<file path="config.mk">
export PLATFORM = sky130hd
export DESIGN_NAME = pc_sequencer
export DESIGN_NICKNAME = d
export VERILOG_FILES = /design/src/rtl/pc_sequencer.sv
export SDC_FILE = /design/constraint.sdc
export NUM_CORES = 1
export LEC_CHECK = 0
export CORE_ASPECT_RATIO = 0.75
export CORE_MARGIN = 2
export CORE_UTILIZATION = 38
export DETAILED_ROUTE_END_ITERATION = 8
export PLACE_DENSITY_LB_ADDON = 0.05
export SYNTH_ARGS = -nofsm -noshare
export SYNTH_HDL_FRONTEND = slang
export SYNTH_SLANG_ARGS = --single-unit
</file>
<file path="constraint.sdc">
create_clock -name i_clock -period 2.2 [get_ports i_clock]
set_clock_uncertainty 0.15 [all_clocks]
set_input_delay 0.44 -clock i_clock [delete_from_list [all_inputs] [get_ports i_clock]]
set_output_delay 0.44 -clock i_clock [all_outputs]
set_load 0.03 [all_outputs]
</file>
<file path="src/rtl/pc_sequencer.sv">
// pc_sequencer: program-counter sequencer with an IDLE/RUN/STEP/HALTED control FSM.
// In RUN the PC advances every unstalled cycle. In STEP the PC advances once per
// i_step request. Branch and jump inputs redirect the PC, and HALT freezes it.
//
// Optional feature: define PC_SEQ_CYCLE_COUNT_EN to enable the saturating
// advance counter on o_cycle_count. Without it, o_cycle_count is tied to 0.
//
// Ports:
//   i_clock, i_reset       clock; synchronous active-low reset
//   i_start, i_step_mode   leave IDLE into RUN (0) or STEP (1)
//   i_step                 request a single advance in STEP
//   i_stall                hold the PC (advance and redirect blocked)
//   i_branch_taken/_addr   redirect target, highest priority
//   i_jump/_addr           redirect target, second priority
//   i_halt, i_clear        enter HALTED / return from HALTED to IDLE
//   o_pc, o_pc_enable      registered PC and its update strobe
//   o_state                IDLE=0, RUN=1, STEP=2, HALTED=3
//   o_cycle_count          number of advances (feature-dependent)
module pc_sequencer #(
  parameter int unsigned        N_BITS   = 32,
  parameter logic [N_BITS-1:0]  PC_INC   = N_BITS'(1),
  parameter logic [N_BITS-1:0]  RESET_PC = '0
) (
  input  logic              i_clock,
  input  logic              i_reset,
  input  logic              i_start,
  input  logic              i_step_mode,
  input  logic              i_step,
  input  logic              i_stall,
  input  logic              i_branch_taken,
  input  logic [N_BITS-1:0] i_branch_addr,
  input  logic              i_jump,
  input  logic [N_BITS-1:0] i_jump_addr,
  input  logic              i_halt,
  input  logic              i_clear,
  output logic [N_BITS-1:0] o_pc,
  output logic              o_pc_enable,
  output logic [1:0]        o_state,
  output logic [N_BITS-1:0] o_cycle_count
);

  typedef enum logic [1:0] {
    IDLE   = 2'd0,
    RUN    = 2'd1,
    STEP   = 2'd2,
    HALTED = 2'd3
  } state_t;

  state_t            state;
  logic [N_BITS-1:0] pc;
  logic              pc_enable;
  logic              pending;

  logic              advance_c;
  logic [N_BITS-1:0] next_pc_c;

  // Advance qualifier: halt overrides everything, and stall blocks both advance and redirect.
  always_comb begin
    advance_c = 1'b0;
    if (!i_halt && !i_stall) begin
      advance_c = (state == RUN) || ((state == STEP) && pending);
    end
  end

  // Next-PC select: branch > jump > sequential, with the sum wrapping modulo 2^N_BITS.
  always_comb begin
    next_pc_c = pc + PC_INC;
    if (i_branch_taken) begin
      next_pc_c = i_branch_addr;
    end else if (i_jump) begin
      next_pc_c = i_jump_addr;
    end
  end

  // Control FSM with registered PC, enable and step-pending flag.
  always_ff @(posedge i_clock) begin
    if (!i_reset) begin
      state     <= IDLE;
      pc        <= RESET_PC;
      pc_enable <= 1'b0;
      pending   <= 1'b0;
    end else begin
      pc_enable <= 1'b0;
      case (state)
        IDLE: begin
          if (i_start) begin
            state <= i_step_mode ? STEP : RUN;
          end
        end
        RUN, STEP: begin
          if (i_halt) begin
            state   <= HALTED;
            pending <= 1'b0;
          end else if (advance_c) begin
            pc        <= next_pc_c;
            pc_enable <= 1'b1;
            pending   <= 1'b0;
          end else if ((state == STEP) && i_step) begin
            // At most one request is held; repeats while pending are absorbed.
            pending <= 1'b1;
          end
        end
        HALTED: begin
          if (i_clear) begin
            state     <= IDLE;
            pc        <= RESET_PC;
            pc_enable <= 1'b1;
          end
        end
        default: state <= IDLE;
      endcase
    end
  end

  assign o_pc        = pc;
  assign o_pc_enable = pc_enable;
  assign o_state     = state;

`ifdef PC_SEQ_CYCLE_COUNT_EN
  logic [N_BITS-1:0] cycle_count;

  // Saturating advance counter, cleared along with the PC on i_clear.
  always_ff @(posedge i_clock) begin
    if (!i_reset) begin
      cycle_count <= '0;
    end else if ((state == HALTED) && i_clear) begin
      cycle_count <= '0;
    end else if (advance_c && !(&cycle_count)) begin
      cycle_count <= cycle_count + N_BITS'(1);
    end
  end

  assign o_cycle_count = cycle_count;
`else
  assign o_cycle_count = '0;
`endif

endmodule

</file>
# Word-level counts from Yosys, hierarchy flattened
# Index checks and enable logic that the tools add are counted.
[word_totals]
register_bits = 36
latchBits = 0
ram_bits = 0
romBits = 0
out_inout_bits = 67
wordCells = 45
n_memories = 0
[classes]
addsub = 1
mul = 0
n_div = 0
n_lt_le_gt_ge = 0
eq_ne = 8
shift = 0
n_mux = 19
n_bitwise = 0
reduce_logical = 13
[ops]
columns = ["operator", "n"]
rows = [
  ["32-bit two-way mux", 5],
  ["32-bit case mux with 2 select lines", 1],
  ["32-bit by 1-bit adder with 32-bit output, second input constant", 1],
  ["2-bit != test, second input constant", 5],
  ["2-bit two-way mux", 4],
  ["1-bit two-way mux", 7],
  ["2-bit case mux with 3 select lines", 1],
  ["2-bit equality test, second input constant", 2],
  ["4-bit AND reduction", 1],
  ["1-bit logical AND", 3],
  ["3-bit AND reduction", 1],
  ["3-bit nonzero test", 1],
  ["2-bit by 1-bit equality test with 1-bit output, second input constant", 1],
  ["1-bit logical NOT", 2],
  ["2-bit logical NOT", 1],
  ["1-bit case mux with 2 select lines", 1],
  ["2-bit AND reduction", 1],
  ["2-bit nonzero test", 1],
  ["2-bit OR reduction", 1],
  ["1-bit logical OR", 1],
]

# Logic depth before layout (Yosys ltp)
# Gate-level depths: netlist of the first run.
[logic_depth]
word_depth = 7
depth_mapped = 8
ltp_nobuf = 7

# Worst setup path after synthesis of the first run
# OpenSTA, ideal clock, no wires.
[synth_path]
path_type = "reg-to-reg"
from = "reg state[0] (netlist: o_state[0])"
to = "reg pc[24] (netlist: o_pc[24])"
setup_ns = 0.074
arrival_time_ns = 2.225
required_ns = 1.976
setup_slack_ns = -0.250
stages_incl_launch_ff = 9
n_path_buf = 1
period_less_slack_ns = 2.450
cell_sequence = "dfxtp_1 -> inv_1 -> ha_1 -> nor3b_2 -> and3_1 -> clkbuf_1 -> nand2_1 -> o32a_1 -> o21ai_0"
[synth_between]
elab_chain_len = 6
elab_cells_between_ends = 13
cone_classes = "6 x eq/ne; 2 x mux; 5 x reduce/logical"
[synth_rtl]
columns = ["element", "line_no", "source"]
rows = [
  ["start: declaration", "49", "state_t state;"],
  ["start signal: assignment", "87", "state <= i_step_mode ? STEP : RUN;"],
  ["2-bit equality test", "61, 84", ""],
  ["1-bit logical AND", "61", "advance_c = (state == RUN) || ((state == STEP) && pending);"],
  ["1-bit logical OR", "61", ""],
  ["1-bit two-way mux", "60", "if (!i_halt && !i_stall) begin"],
  ["2-bit != test (no source line)", "--", ""],
  ["4-bit AND reduction (no source line)", "--", ""],
  ["end signal: assignment", "95", "pc <= next_pc_c;"],
  ["end: declaration", "50", "logic [N_BITS-1:0] pc;"],
]
# Several ways; a longest one is shown, not always the timed one.
# A chain may end at the register's enable or synchronous reset.

# Final worst setup path of the first run
[layout_path]
from = "reg pc[9] (netlist: o_pc[9])"
to = "out o_pc[9]"
[layout_rtl]
columns = ["element", "line_no", "source"]
rows = [
  ["end: declaration", "36", "output logic [N_BITS-1:0] o_pc,"],
]
# No word-level cell between the ends.

==> flow_metrics.py, run 1 <==
metrics = {
    "run_status": {
        "status": "completed",
    },
    "power": {
        "power.total_mw": 2.97,
        "leakage_nw": 1.82,
        "power_density_nw_per_um2": 649,
        "vdd_drop_max_mv": 0.645,
    },
    "setup_path": {
        "crit_chain": "buf_4 > clkdlybuf4s50_1",
        "r2r_cells": 8,
        "cp-startpoint": "o_pc[9]$_SDFFE_PN0P_",
        "crit_type": "reg2out",
        "timing.rr.start": "o_state[0]$_SDFFE_PN0P_",
        "required_ns": 1.61,
        "r2r_setup_slack_ns": 0.09,
        "slowest_delay_ns": 0.67,
        "critPathArrivalTime_ns": 1.54,
        "end_kind": "primary output",
        "start_kind": "register",
        "path_max_fanout": 6,
        "reg2reg_to": "o_pc[14]$_SDFFE_PN0P_",
        "slowest_stage": "clkdlybuf4s50_1",
    },
    "synth": {
        "synthesis.area_um2": 2920,
        "syn_inst": 383,
        "synth_enable_flop_cells": 0,
        "ys.flop_type": "dfxtp_1",
        "synth.distinct_cells": 63,
        "yosysWarnings": 0,
        "ys_ff_latch": 36,
        "async_flop_share_pct": 0,
        "yosysSeqAreaShare_pct": 24.7,
        "syn_area_per_cell_um2": 7.63,
    },
    "final_layout": {
        "drive_gt1_share_pct": 17.0,
        "fin_nets": 618,
        "layout_common_cells": "107 x clkdlybuf4s50_1, 56 x buf_4, 36 x nand2_1",
        "design_area_um2": 4570,
        "layout_commonest_cell": "clkdlybuf4s50_1",
        "area_growth_pct": 56.4,
        "n_fill_cell": 673,
        "n_antenna_cell": 0,
        "instances_no_fill": 641,
    },
    "worst_hold_path": {
        "whs_path_depth": 2,
        "hp-start": "o_pc[24]$_SDFFE_PN0P_",
        "min_path_type": "reg2reg",
        "min_to": "o_pc[24]$_SDFFE_PN0P_",
    },
    "sta": {
        "slew_headroom_pct": 64.3,
        "finalHoldViolations": 0,
        "fmax_mhz": 469,
        "setup_viol": 0,
        "hold_ws_ns": 0.362,
        "slew_violations": 0,
        "final.min_clock_period_ns": 2.13,
        "worst_pin_slew_ns": 0.536,
        "fin_crit_sh_pct": 96.9,
    },
    "routing": {
        "viasPerCell": 5.42,
        "wire_per_inst_um": 16.3,
        "drt_wl_total_um": 10400,
        "drt-initial-drc-count": 268,
        "drc": 0,
        "vias": 3476,
        "drtPass1Iterations": 5,
        "ant_nets": 0,
    },
    "global_routing": {
        "grt_usage_pct": 24.2,
        "first_global_vias": 3244,
        "grt_max_degree": 16,
        "grt_pass1_wl_um": 16200,
        "grt_antenna_before_repair": 0,
        "overflow": 0,
    },
    "cts": {
        "holdBufCountCts": 0,
        "numCtsBuffers": 5,
        "cts.sinks": 36,
        "cts.path.max_buffers": 2,
        "clk_latency_ns": 0.29,
        "cts_tree": "done",
        "clock-root-buffer": "clkbuf_8",
        "htreeDepth": 2,
        "clk_pin_slew_ns": 0.08,
    },
    "floorplanning": {
        "die_w_um": 105,
        "start_util_pct": 39.5,
        "coreArea_um2": 7400,
        "rows": 27,
        "die_y_um": 79.9,
        "dieArea_um2": 8410,
        "ioPinCount": 141,
    },
    "flow_run": {
        "cap_violations": 0,
    },
    "placed_design": {
        "port_buffers": 108,
        "hpwlAfterDp_um": 8090,
        "post_dp_cell_area_um2": 4390,
        "gp_congestion": 0.895,
        "dp_cells": 627,
    },
}
==> logic make-up after synthesis <==
| group | Yosys count | share of synthesized area, % |
|---|---|---|
| AO/OA/AOI/OAI | 118 | 28.7 |
| XOR/XNOR | 9 | 2.70 |
| adder cells (fa/ha/maj) | 5 | 2.14 |
| buffers and inverters | 63 | 12.4 |
| flip-flops | 36 | 24.7 |
| multiplexers | 8 | 2.74 |
| other | 1 | 0.128 |
| AND/OR/NAND/NOR | 143 | 26.6 |
==> critical path, delay by kind of cell, from the launching register on <==
kind	cells	cell delay (ns)
DFF	1	0.40
buffers and inverters	2	0.85
==> flip-flops by register name (all words and copies together) (netlist names) <==
signal,count
o_state,2
pending,1
o_pc_enable,1
o_pc,32
==> where the power goes <==
part | leakage, nW | internal, mW | switching [mW]
Clock | 0.0455 | 0.256 | 0.251
Combinational | 1.48 | 0.827 | 0.838
Sequential | 0.292 | 0.715 | 0.0792
==> layout make-up <==
| cell class | instances | area, µm² | area share [%] |
|---|---|---|---|
| Multi-Input combinational cell | 315 | 2020 | 44.1 |
| Timing Repair Buffer | 167 | 1560 | 34.0 |
| Sequential cell | 36 | 728 | 15.9 |
| Tap cell | 101 | 126 | 2.77 |
| Clock buffer | 8 | 90.1 | 1.97 |
| Inverter | 14 | 52.6 | 1.15 |
==> synthesized netlist by cell type (4+ instances only) <==
cell type | instances | area (µm²)
xor2_1 | 7 | 61.3
a21o_1 | 8 | 60.1
a21oi_1 | 11 | 55.1
ha_1 | 5 | 62.6
nand4_1 | 11 | 68.8
nand2b_1 | 9 | 56.3
dfxtp_1 | 36 | 721
buf_4 | 32 | 240
nor3_1 | 11 | 55.1
o221ai_1 | 4 | 35.0
o211ai_1 | 4 | 30.0
a31oi_1 | 5 | 31.3
a22oi_1 | 11 | 82.6
clkbuf_1 | 11 | 41.3
a22o_1 | 7 | 61.3
mux2i_1 | 8 | 80.1
and3_1 | 5 | 31.3
a32oi_1 | 4 | 35.0
nor2_1 | 27 | 101
inv_1 | 13 | 48.8
nand2_1 | 36 | 135
o21ai_0 | 26 | 130
buf_2 | 4 | 20.0
nand3_1 | 16 | 80.1
o22ai_1 | 5 | 31.3
a31o_2 | 4 | 35.0
==> what timing repair did <==
item,CTS,global route
pin swaps,0,3
gates resized for setup,1,12
buffers inserted,0,6
endpoints found under the setup margin,16,19
==> layer usage <==
layer / part of all wire, % / global-route usage, %
met5: 0 / 0
met4: 0.74 / 3.60
met3: 8.5 / 4.57
met2: 45 / 40.0
met1: 45 / 33.3
==> how the worst max path moves through the flow <==
stage                                 end  depth (start not counted)
finish                            o_pc[9]                          2
global route        o_pc[31]$_SDFFE_PN0P_                          7
CTS                               o_pc[8]                          2
detailed placement  o_pc[26]$_SDFFE_PN0P_                          7
global placement    o_pc[22]$_SDFFE_PN0P_                          7
floorplan           o_pc[14]$_SDFFE_PN0P_                          6
==> through the flow <==
stage | utilization (%) | TNS, ns | setup slack [ns]
after global routing | 61.8 | -0.0112 | -0.0112
after CTS | 60.6 | 0 | 0.0262
after detailed placement | 59.3 | -5.61 | -0.289
after global placement | 59.3 | -5.02 | -0.274
final | 61.8 | 0 | 0.0674
after floorplan | - | 0 | 0.0175
(Power assumes the default switching activity.)
==> run 2, diff against run 1 <==
--- a/config.mk
+++ b/config.mk
@@ -6,7 +6,7 @@
 export NUM_CORES = 1
 export LEC_CHECK = 0
 export CORE_ASPECT_RATIO = 0.75
-export CORE_MARGIN = 2
+export CORE_MARGIN = 10
 export CORE_UTILIZATION = 38
 export DETAILED_ROUTE_END_ITERATION = 8
 export PLACE_DENSITY_LB_ADDON = 0.05
==> flow_metrics.py, run 2 (synthesis results as in run 1) <==
metrics = {
    "run_status": {
        "status": "completed",
    },
    "power": {
        "power_density_nw_per_um2": 632,
        "leakage_nw": 1.76,
        "vdd_drop_max_mv": 0.513,
    },
    "floorplanning": {
        "start_util_pct": 39.5,
        "ioPinCount": 141,
        "coreArea_um2": 7400,
        "dieArea_um2": 11600,
        "rows": 27,
        "die_y_um": 95.9,
        "die_w_um": 121,
    },
    "setup_path": {
        "path_max_fanout": 4,
        "crit_chain": "buf_4 > buf_4 > clkdlybuf4s50_1",
        "path_delay_family": "buffers and inverters",
        "reg2reg_to": "o_pc[31]$_SDFFE_PN0P_",
        "slowest_delay_ns": 0.66,
        "required_ns": 1.61,
        "end_kind": "primary output",
        "start_kind": "register",
        "critPathBufInv": 3,
        "cp_common_cell": "buf_4",
        "critPathArrivalTime_ns": 1.55,
        "timing.rr.start": "o_state[0]$_SDFFE_PN0P_",
        "slowest_stage": "clkdlybuf4s50_1",
        "r2r_setup_slack_ns": 0.09,
        "crit_type": "reg2out",
        "r2r_cells": 7,
    },
    "global_routing": {
        "grt_usage_pct": 18.5,
        "overflow": 0,
        "grt_max_degree": 25,
        "grt_pass1_wl_um": 17500,
        "grt_antenna_before_repair": 0,
        "first_global_vias": 3306,
    },
    "cts": {
        "numCtsBuffers": 5,
        "cts_tree": "done",
        "clock-root-buffer": "clkbuf_8",
        "clk_pin_slew_ns": 0.08,
        "cts.sinks": 36,
        "cts.path.max_buffers": 2,
        "clk_latency_ns": 0.29,
        "holdBufCountCts": 0,
        "htreeDepth": 2,
    },
    "sta": {
        "slew_headroom_pct": 64.6,
        "fmax_mhz": 467,
        "slew_violations": 0,
        "setup_viol": 0,
        "finalHoldViolations": 0,
        "final.min_clock_period_ns": 2.14,
        "worst_pin_slew_ns": 0.530,
        "fin_crit_sh_pct": 97.4,
        "timing.final.ws_setup_ns": 0.0564,
    },
    "final_layout": {
        "layout_common_cells": "108 x clkdlybuf4s50_1, 50 x buf_4, 36 x nand2_1",
        "n_antenna_cell": 0,
        "fin_nets": 611,
        "largest_reg_flops": 32,
        "drive_gt1_share_pct": 15.2,
        "fin_util_pct": 60.6,
        "n_fill_cell": 682,
        "layout_commonest_cell": "clkdlybuf4s50_1",
        "area_growth_pct": 53.5,
    },
    "placed_design": {
        "gp_congestion": 0.901,
        "port_buffers": 108,
        "hpwlAfterDp_um": 9000,
        "place_ws_ns": -0.258,
    },
    "worst_hold_path": {
        "whs_path_depth": 2,
        "min_path_type": "reg2reg",
        "min_to": "o_pc[24]$_SDFFE_PN0P_",
        "hp-start": "o_pc[24]$_SDFFE_PN0P_",
    },
    "routing": {
        "viasPerCell": 5.42,
        "vias": 3430,
        "wire_per_inst_um": 17.8,
        "ant_nets": 0,
        "drc": 0,
        "drtPass1Iterations": 6,
        "drt-initial-drc-count": 232,
        "drt_wl_total_um": 11300,
    },
    "flow_run": {
        "cap_violations": 0,
    },
}
[run 2: where the power goes]
part           internal (mW)  total (mW)  switching (mW)
clock network          0.280       0.529           0.249
logic                  0.724        1.52           0.794
registers              0.714       0.789          0.0744
total                   1.72        2.84            1.12
[run 2: per-layer routing]
metal,wire length [µm],vias up,GRT usage [%]
met5,0,-,0
met4,80,0,3.27
met3,983,8,5.67
met2,5090,155,29.8
met1,5130,1602,24.2
li1,-,1665,-
[run 2: how the worst max path moves through the flow]
stage / startpoint / endpoint / slack (ns) / depth (start not counted)
4_1_cts: o_state[1]$_SDFFE_PN0P_ / o_pc[27]$_SDFFE_PN0P_ / 0.02 / 8
6_report: o_state[0]$_SDFFE_PN0P_ / o_state[0] / 0.06 / 3
3_5_place_dp: i_halt / o_pc[30]$_SDFFE_PN0P_ / -0.26 / 7
5_1_grt: o_state[0]$_SDFFE_PN0P_ / o_pc[30]$_SDFFE_PN0P_ / -0.005 / 9
2_1_floorplan: o_pc[0]$_SDFFE_PN0P_ / o_pc[14]$_SDFFE_PN0P_ / 0.02 / 6
3_3_place_gp: i_halt / o_pc[30]$_SDFFE_PN0P_ / -0.19 / 7
[run 2: stage by stage]
step	total power [mW]	std cells	instance area [µm²]	hold slack [ns]	TNS (ns)
4_1_cts	2.77	630	4450	0.372	0
5_1_grt	3.00	633	4480	0.407	-0.00653
3_3_place_gp	2.20	623	4340	0.349	-3.10
6_report	2.84	633	4480	0.376	0
2_1_floorplan	1.66	414	3060	0.373	0
3_5_place_dp	2.21	623	4340	0.360	-4.49
[run 2: timing repair]
item,CTS,global route
setup buffers,0,3
pin swaps,0,4
endpoints found under the setup margin,14,19
gates resized for setup,1,6
[run 2: worst reg2reg max path, cell delays in order (launching register included)]
cell	delay [ns]
dfxtp_4	0.38
inv_2	0.05
ha_4	0.28
nor3b_4	0.29
and3_4	0.25
o21a_1	0.13
or4b_1	0.43
nand3_1	0.09
[run 2: area by class of cell]
class / instances / area, µm² / share of cell area, %
Multi-Input combinational cell: 315 / 1990 / 44.4
Timing Repair Buffer: 160 / 1490 / 33.2
Inverter: 14 / 52.6 / 1.17
Clock buffer: 7 / 96.3 / 2.15
Sequential cell: 36 / 728 / 16.2
Tap cell: 101 / 126 / 2.82
==> run 3, diff against run 2 <==
--- a/config.mk
+++ b/config.mk
@@ -9,6 +9,7 @@
 export CORE_MARGIN = 10
 export CORE_UTILIZATION = 38
 export DETAILED_ROUTE_END_ITERATION = 8
+export MAX_ROUTING_LAYER = met4
 export PLACE_DENSITY_LB_ADDON = 0.05
 export SYNTH_ARGS = -nofsm -noshare
 export SYNTH_HDL_FRONTEND = slang
==> flow_metrics.py, run 3 (synthesis results as in run 1) <==
metrics = {
    "run_status": {
        "status": "completed",
    },
    "sta": {
        "finalHoldViolations": 0,
        "hold_ws_ns": 0.377,
        "worst_pin_slew_ns": 0.529,
        "fmax_mhz": 467,
        "final.min_clock_period_ns": 2.14,
        "slew_headroom_pct": 64.7,
        "slew_violations": 0,
        "fin_crit_sh_pct": 97.3,
        "setup_viol": 0,
    },
    "final_layout": {
        "fin_util_pct": 60.6,
        "design_area_um2": 4490,
        "instances_no_fill": 633,
        "fin_nets": 611,
        "n_antenna_cell": 0,
        "n_fill_cell": 682,
        "area_growth_pct": 53.6,
        "layout_common_cells": "108 x clkdlybuf4s50_1, 50 x buf_4, 36 x nand2_1",
        "layout_commonest_cell": "clkdlybuf4s50_1",
        "largest_reg_flops": 32,
        "drive_gt1_share_pct": 15.2,
    },
    "routing": {
        "drc": 0,
        "drt-initial-drc-count": 212,
        "wire_per_inst_um": 17.9,
        "vias": 3431,
        "drt_wl_total_um": 11300,
        "viasPerCell": 5.42,
        "drtPass1Iterations": 5,
        "ant_nets": 0,
    },
    "cts": {
        "cts.sinks": 36,
        "numCtsBuffers": 5,
        "holdBufCountCts": 0,
        "cts_tree": "done",
        "htreeDepth": 2,
        "clock-root-buffer": "clkbuf_8",
        "clk_latency_ns": 0.29,
        "cts.path.max_buffers": 2,
        "clk_pin_slew_ns": 0.08,
    },
    "power": {
        "power_density_nw_per_um2": 634,
        "vdd_drop_max_mv": 0.517,
        "leakage_nw": 1.76,
    },
    "setup_path": {
        "slowest_stage": "clkdlybuf4s50_1",
        "critPathBufInv": 1,
        "crit_type": "reg2out",
        "slowest_delay_ns": 0.77,
        "end_kind": "primary output",
        "path_max_fanout": 8,
        "start_kind": "register",
        "critPathArrivalTime_ns": 1.55,
        "path_delay_family": "buffers and inverters",
        "crit_chain": "clkdlybuf4s50_1",
        "required_ns": 1.61,
    },
    "floorplanning": {
        "die_w_um": 121,
        "dieArea_um2": 11600,
        "ioPinCount": 141,
        "coreArea_um2": 7400,
        "die_y_um": 95.9,
        "rows": 27,
        "start_util_pct": 39.5,
    },
    "global_routing": {
        "grt_max_degree": 25,
        "grt_usage_pct": 19.1,
        "met2_usage_pct": 29.8,
        "first_global_vias": 3315,
        "grtUsageMet1_pct": 24.9,
        "top_usage_layer": "met2",
        "met3_usage_pct": 4.62,
        "overflow": 0,
        "grt_pass1_wl_um": 17500,
        "grt_antenna_before_repair": 0,
    },
    "placed_design": {
        "dp_cells": 623,
        "gp_congestion": 0.916,
        "post_dp_cell_area_um2": 4340,
        "hpwlAfterDp_um": 9000,
        "port_buffers": 108,
    },
    "flow_run": {
        "cap_violations": 0,
    },
    "worst_hold_path": {
        "min_path_type": "reg2reg",
    },
}
==> run 3: cell count changes in the layout (fill, tap and decap cells not counted) <==
cell	change
inv_2	-1
inv_4	+1
==> run 3: cell type report <==
type	instances	area, µm²	share of cell area, %
multi-input cells	315	1990	44.4
inverters	14	55.1	1.23
repair buffers	160	1490	33.2
well taps	101	126	2.82
clock buffers	7	96.3	2.15
flip-flops and latches	36	728	16.2
==> run 3: layer usage <==
layer	vias up	part of all wire, %
met5	-	0
met3	8	7.6
li1	1665	-
met1	1617	47
met2	141	45
met4	0	0.77
==> run 3: what timing repair did <==
item,in CTS,in global routing
setup endpoints to repair,14,20
endpoints found under the hold margin,0,0
setup buffers,0,3
pin swaps,0,4
gates resized for setup,1,7
==> run 3: final timing paths <==
path | start | endpoint | slack (ns) | cells after the start
max | o_pc[8]$_SDFFE_PN0P_ | o_pc[8] | 0.06 | 1
min | o_pc[24]$_SDFFE_PN0P_ | o_pc[24]$_SDFFE_PN0P_ | 0.38 | 2
max reg2reg | o_state[0]$_SDFFE_PN0P_ | o_pc[31]$_SDFFE_PN0P_ | 0.07 | 7
min reg2reg | o_pc[24]$_SDFFE_PN0P_ | o_pc[24]$_SDFFE_PN0P_ | 0.38 | 2
==> run 3: where the power goes <==
part	internal, mW	switching [mW]
logic	0.729	0.789
clock network	0.280	0.254
registers	0.715	0.0786
==> run 3: per-stage QoR <==
| stage | setup TNS [ns] | power, mW | setup WS [ns] |
|---|---|---|---|
| after floorplan | 0 | 1.66 | 0.0175 |
| after global routing | -0.0892 | 3.01 | -0.0307 |
| final | 0 | 2.84 | 0.0604 |
| after global placement | -3.10 | 2.20 | -0.194 |
| after detailed placement | -4.49 | 2.21 | -0.258 |
| after CTS | 0 | 2.77 | 0.0157 |
